--- src/rtl/array_sp_init_ext.sv ---
// array_sp_init_ext: single-port RW SRAM model with segment write mask,
// 1/2-cycle registered read and a constant-fill initialisation engine.
`default_nettype none

module array_sp_init_ext #(
  parameter int              DEPTH        = 256,
  parameter int              WIDTH        = 16,
  parameter int              MASK_GRAN    = 8,
  parameter int              READ_LATENCY = 1,
  parameter logic [WIDTH-1:0] INIT_VALUE  = '0,
  localparam int             ADDR_W       = (DEPTH > 1) ? $clog2(DEPTH) : 1,
  localparam int             MASK_SEG     = WIDTH / MASK_GRAN
) (
  input  logic                clock,
  input  logic                reset,
  input  logic [ADDR_W-1:0]   RW0_addr,
  input  logic                RW0_en,
  input  logic                RW0_wmode,
  input  logic [WIDTH-1:0]    RW0_wdata,
  input  logic [MASK_SEG-1:0] RW0_wmask,
  output logic [WIDTH-1:0]    RW0_rdata,
  output logic                RW0_rvalid,
  input  logic                init_req,
  output logic                init_done
);

  typedef enum logic [0:0] {
    ST_INIT  = 1'b0,
    ST_READY = 1'b1
  } state_t;

  state_t            state;
  state_t            state_next;
  logic [ADDR_W-1:0] cnt;
  logic [ADDR_W-1:0] cnt_next;

  logic [WIDTH-1:0]  mem [DEPTH];

  logic              in_range;
  logic              rd_fire;
  logic              wr_fire;
  logic [WIDTH-1:0]  rd_word;

  // Non-power-of-two depths leave a hole at the top of the address space.
  if (DEPTH == (1 << ADDR_W)) begin : g_pow2
    assign in_range = 1'b1;
  end else begin : g_npow2
    assign in_range = (32'(RW0_addr) < DEPTH);
  end

  assign rd_fire   = (state == ST_READY) && RW0_en && !RW0_wmode;
  assign wr_fire   = (state == ST_READY) && RW0_en &&  RW0_wmode && in_range;
  assign rd_word   = in_range ? mem[RW0_addr] : '0;
  assign init_done = (state == ST_READY);

  always_ff @(posedge clock or posedge reset) begin
    if (reset) begin
      state <= ST_INIT;
      cnt   <= '0;
    end else begin
      state <= state_next;
      cnt   <= cnt_next;
    end
  end

  always_comb begin
    state_next = state;
    cnt_next   = cnt;
    case (state)
      ST_INIT: begin
        if (cnt == ADDR_W'(DEPTH - 1)) begin
          state_next = ST_READY;
          cnt_next   = '0;
        end else begin
          cnt_next   = cnt + 1'b1;
        end
      end
      ST_READY: begin
        if (init_req) begin
          state_next = ST_INIT;
          cnt_next   = '0;
        end
      end
      default: begin
        state_next = ST_INIT;
        cnt_next   = '0;
      end
    endcase
  end

  // Storage has no reset; the init engine owns the write port while in INIT.
  always_ff @(posedge clock) begin
    if (state == ST_INIT) begin
      mem[cnt] <= INIT_VALUE;
    end else if (wr_fire) begin
      for (int i = 0; i < MASK_SEG; i++) begin
        if (RW0_wmask[i]) begin
          mem[RW0_addr][i*MASK_GRAN +: MASK_GRAN] <= RW0_wdata[i*MASK_GRAN +: MASK_GRAN];
        end
      end
    end
  end

  if (READ_LATENCY == 2) begin : g_lat2
    logic             s1_valid;
    logic [WIDTH-1:0] s1_data;

    always_ff @(posedge clock or posedge reset) begin
      if (reset) begin
        s1_valid   <= 1'b0;
        s1_data    <= '0;
        RW0_rdata  <= '0;
        RW0_rvalid <= 1'b0;
      end else begin
        s1_valid   <= rd_fire;
        if (rd_fire) begin
          s1_data  <= rd_word;
        end
        RW0_rvalid <= s1_valid;
        if (s1_valid) begin
          RW0_rdata <= s1_data;
        end
      end
    end
  end else begin : g_lat1
    always_ff @(posedge clock or posedge reset) begin
      if (reset) begin
        RW0_rdata  <= '0;
        RW0_rvalid <= 1'b0;
      end else begin
        RW0_rvalid <= rd_fire;
        if (rd_fire) begin
          RW0_rdata <= rd_word;
        end
      end
    end
  end

endmodule

`default_nettype wire
--- config.mk ---
export PLATFORM = sky130hd
export DESIGN_NAME = array_sp_init_ext
export DESIGN_NICKNAME = d
export VERILOG_FILES = /design/src/rtl/array_sp_init_ext.sv
export SDC_FILE = /design/constraint.sdc
export NUM_CORES = 2
export LEC_CHECK = 0
export ABC_AREA = 1
export CORE_AREA = 2 2 651 653
export CTS_BUF_LIST = sky130_fd_sc_hd__clkbuf_8
export DETAILED_ROUTE_END_ITERATION = 10
export DIE_AREA = 0 0 653 655
export PLACE_DENSITY = 0.57
export SYNTH_ARGS = -nofsm -noshare
export SYNTH_HDL_FRONTEND = slang
export SYNTH_SLANG_ARGS = --single-unit
--- constraint.sdc ---
create_clock -name clock -period 21.1 [get_ports clock]
set_clock_uncertainty 0.2 [all_clocks]
set_input_delay 4.22 -clock clock [delete_from_list [all_inputs] [get_ports clock]]
set_output_delay 4.22 -clock clock [all_outputs]
set_load 0.1 [all_outputs]
Word level (Yosys, flattened, before mapping):

Memory sizes are Yosys's and may differ from the RTL's. A register that Yosys moved wholly into a read port is not among the register bits.
Index checks and enable logic that the tools add are counted.

* input port bits: 31
* logic and storage cells: 31
* memories kept: 1
* flip-flop bits (word level): 10
* output and inout bits: 18
* memory bits (writable): 4096

* mux-type cells: 18
* reduce and logical (&&, ||, !) cells: 5
* bitwise operators: 1
* add/subtract/negate cells: 1
* equality and inequality tests: 2

Memories
* mem: depth 256, width 16, read ports 1, clocked after memory_dff 1, write ports 1, line 37 `logic [WIDTH-1:0] mem [DEPTH];`

Operator list (number)
* $mux 8: 3
* $mux 16: 1
* $pmux 8 s2: 1
* $reduce_or 16->1: 1
* $mux 1: 11
* $add 8x1->8 const B: 1
* $eq 8x8->1 const B: 1
* $logic_and 1x1->1: 3
* $mux 2: 1
* $ne 2x2->1 const B: 1
* $pmux 1 s2: 1
* $logic_not 1->1: 1
* $not 1->1: 1

Logic depth before layout (Yosys ltp):

* word-level depth: 7
* gate-level depth with buffers: 15
* mapped depth without buffers: 11

Worst setup path after synthesis:

OpenSTA, ideal clock, no wires.

* kind: input to register
* from: in RW0_en
* to: mem mem[0][10] (data pin)
* data required time: 19.507 ns
* library setup time: 1.393 ns
* arrival time: 10.815 ns
* slack: 8.691 ns
* buffers on the path: 2
* stages: 5
* cells stage by stage: and3_1 -> o21ai_2 -> buf_2 -> clkbuf_1 -> nor2_1

* cells in the longest elaborated chain, start to end: 7
* elaborated cells on any way between the ends: 10
* those cells by class: mux (7); reduce/logical (3)

RTL lines
* from (decl): line 17 `input logic RW0_en,`
* $logic_and 1x1->1 (*) (2 in a row): line 52 `assign wr_fire = (state == ST_READY) && RW0_en && RW0_wmode && in_range;`
* $mux 1: line 95 `end else if (wr_fire) begin`
* $mux 1: line 93 `if (state == ST_INIT) begin`
* $mux 1 (not written as such): line 98 `mem[RW0_addr][i*MASK_GRAN +: MASK_GRAN] <= RW0_wdata[i*MASK_GRAN +: MASK_GRAN];`
* $reduce_or 16->1 (no line) (*)
* $mux 16 (no line) (*)
* to (decl): line 37

Mark *: on every way between the ends. The rest lies on a longest branch, timed or not.

==> results.json <==
{
  "status": "finished, final reports clean",
  "place.gp.congestion": 0.9378,
  "seqPwrFrac_pct": 54.3,
  "postCtsSetupBuffers": 0,
  "setup_viol": 0,
  "postCtsHoldBufs": 0,
  "worst-setup-path-type": "in2reg",
  "synth_compound_area_share_pct": 0.08735,
  "period_share_pct": 41.12,
  "cts_root_buf": "clkbuf_8",
  "finalWirelength_um": 496100,
  "dieArea_um2": 427700,
  "grt_antenna_before_repair": 10,
  "worst_pin_slew_ns": 1.212,
  "p_leak_nw": 66.42,
  "grt_usage_pct": 22.57,
  "yosysSeqAreaShare_pct": 73.78,
  "grt_max_degree": 208,
  "syn-cell-area_um2": 167600,
  "p_comb_share_pct": 8.1,
  "setup_tns_ns": 0,
  "cp_slowest_stage_delay_ns": 0.83,
  "netlist_instances": 14254,
  "fp-row-count": 239,
  "holdCritPathClass": "reg2reg",
  "drc": 0,
  "synth_nets": 14286,
  "final_cell_mix": "4395 x nand2_1, 4096 x edfxtp_1, 4082 x nand3_1",
  "cts_inserted_buffers": 667,
  "worstSetupStartpointType": "input pin",
  "clk_path_buf_depth": 4,
  "intPower_mw": 12.39,
  "drt_iter0_drc": 11908,
  "synthAdderAreaFrac_pct": 0.007466,
  "yosysTopAreaCellShare_pct": 73.39,
  "final_cells": 20197,
  "clkLatencyLatePin_ns": 1.23,
  "io_pins": 49,
  "synth_cell_types": 27,
  "p_per_area_nw_per_um2": 90.85,
  "dr.pass1.iters": 6,
  "cts.repair.resized": 0,
  "vias": 109951,
  "switching_share_pct": 26.07,
  "crit_chain": "buf_16 > inv_8 > buf_4 > buf_4 > buf_4 > nand2_1 > nand3_1 > nand3_1 > nand3_1 > nand3_1 > nand3_1 > nand3_1 > nand3_1 > nand3_1 > nand2_1",
  "max_freq_mhz": 115.3,
  "synth-simple-area-share_pct": 23.51,
  "post-route-util_pct": 43.74,
  "port_buffers": 48,
  "final_common_cell": "nand2_1",
  "power_mw": 16.75,
  "rsz0062_at_grt": "false",
  "synth_area_leader_cell": "edfxtp_1",
  "worstSetupEndpointType": "register",
  "synth_area_leaders": "edfxtp_1 73%, nand3_1 12%, nand2_1 9.8%",
  "avgViaCountPerCell": 5.444,
  "die_w_um": 653,
  "synth_seq_cells": 4122,
  "start_util_pct": 39.75,
  "ys.warnings.count": 0,
  "syn_to_final_growth_pct": 10.04,
  "clkPwrFrac_pct": 37.6,
  "slew_headroom_pct": 19.18,
  "die_h_um": 655,
  "critPathRequiredTime_ns": 22.07,
  "cts_tree": "yes",
  "hold_viol": 0,
  "p_sw_mw": 4.368,
  "crit_slowest_cell": "buf_4",
  "synth_top_family_by_area": "simple AND/OR/NAND/NOR gates",
  "cap_viol_max_count": 0,
  "clock_sinks": 4122,
  "dp_hpwl_um": 289900,
  "core_um2": 421600,
  "grt_pass1_vias": 104290,
  "grt_pass1_wl_um": 720300,
  "crit_family": "buffers and inverters",
  "clkSlewWorstSetupHoldPaths_ns": 0.06,
  "grt_overflow": 0,
  "synth.area.mux_share_pct": 0,
  "critPathMaxFanout": 131,
  "wl_per_cell_um": 24.56,
  "finalNetCount": 14170,
  "vdd_drop_max_mv": 0.06197,
  "placed_cells": 19012,
  "ant_nets": 0,
  "slew_viol_final": 0,
  "synthXorXnorAreaFrac_pct": 0.02613,
  "fin_crit_ns": 8.677,
  "cts_htree_levels": 6,
  "avgSynthCellArea_um2": 11.76,
  "crit_path_frequent_cell": "nand3_1",
  "crit_buf_inv": 5,
  "crit_arrival_ns": 9.65,
  "drive_gt1_share_pct": 7.081
}
## worst reg2reg max path: stages, from the launching register on
cell,delay [ns]
dfrtp_1,0.32
buf_4,0.21
and3_1,0.36
o21ai_4,0.30
buf_4,0.38
nor2_4,0.22
buf_4,0.52
buf_4,0.69
buf_4,0.72
buf_4,0.90
## area by class of cell
cell class / count / area [um^2]
clock buffers: 678 / 9331
well taps: 5543 / 6935
diodes: 9 / 22.52
multi-input cells: 9088 / 39770
fillers: 38913 / 237200
flip-flops and latches: 4122 / 123600
repair buffers: 213 / 2063
inverters: 46 / 209.0
clock inverters: 498 / 2441
## cell families after synthesis
kind of cell / Yosys count
AND/OR/NAND/NOR: 9061
flip-flops: 4122
buffers and inverters: 1044
AO/OA/AOI/OAI: 21
XOR/XNOR: 5
adder cells (fa/ha/maj): 1
## path summary, 6_finish.rpt
check                             from             to  slack (ns)  depth (start not counted)
max                        RW0_addr[0]  RW0_rdata[14]       12.42                         15
min                             cnt[0]         cnt[0]        0.39                          3
max in group asynchronous        reset  RW0_rdata[11]       16.56                          2
max reg2reg                  init_done    mem[95][10]       15.83                          9
min in group asynchronous        reset     RW0_rvalid        3.32                          2
min reg2reg                     cnt[0]         cnt[0]        0.39                          3
## power groups by stage
stage	clock [mW]	sequential, mW	combinational (mW)
final	6.30	9.10	1.35
after global routing	6.73	9.11	1.44
after CTS	6.39	9.11	1.33
after detailed placement	0	9.28	1.33
after global placement	0	9.28	1.32
after floorplan	0	9.33	0.760
## routing by layer
layer | vias up | global-route usage (%) | wire length, um
li1 | 50396 | - | -
met1 | 54309 | 30.31 | 205200
met2 | 4393 | 36.34 | 234000
met3 | 849 | 3.596 | 34070
met4 | 4 | 9.880 | 22790
met5 | - | 0.02264 | 32
## cells in the mapped netlist, drive strengths merged
cell	instances
dfrtp	26
inv	46
and3	1
nand3	4082
o22ai	5
a31oi	1
nor2	561
edfxtp	4096
nand2	4411
xor2	4
a21oi	3
nor3	4
or2	2
buf	424
o21ai	12
ha	1
clkbuf	574
xnor2	1
## state kept, by name, indices dropped and copies added, names as in the netlist
register / flops
RW0_rvalid: 1
mem: 4096
RW0_rdata: 16
init_done: 1
cnt: 8
## through the flow
step                hold slack (ns)  instance area, um^2  worst slack [ns]
global route                 0.4469               184400             12.13
floorplan                    0.3452               167600             8.691
detailed placement           0.3839               172600             11.33
finish                       0.3946               184400             12.42
CTS                          0.3952               184400             12.69
global placement             0.3798               172600             11.28
Power figures use the tool's default switching activity.
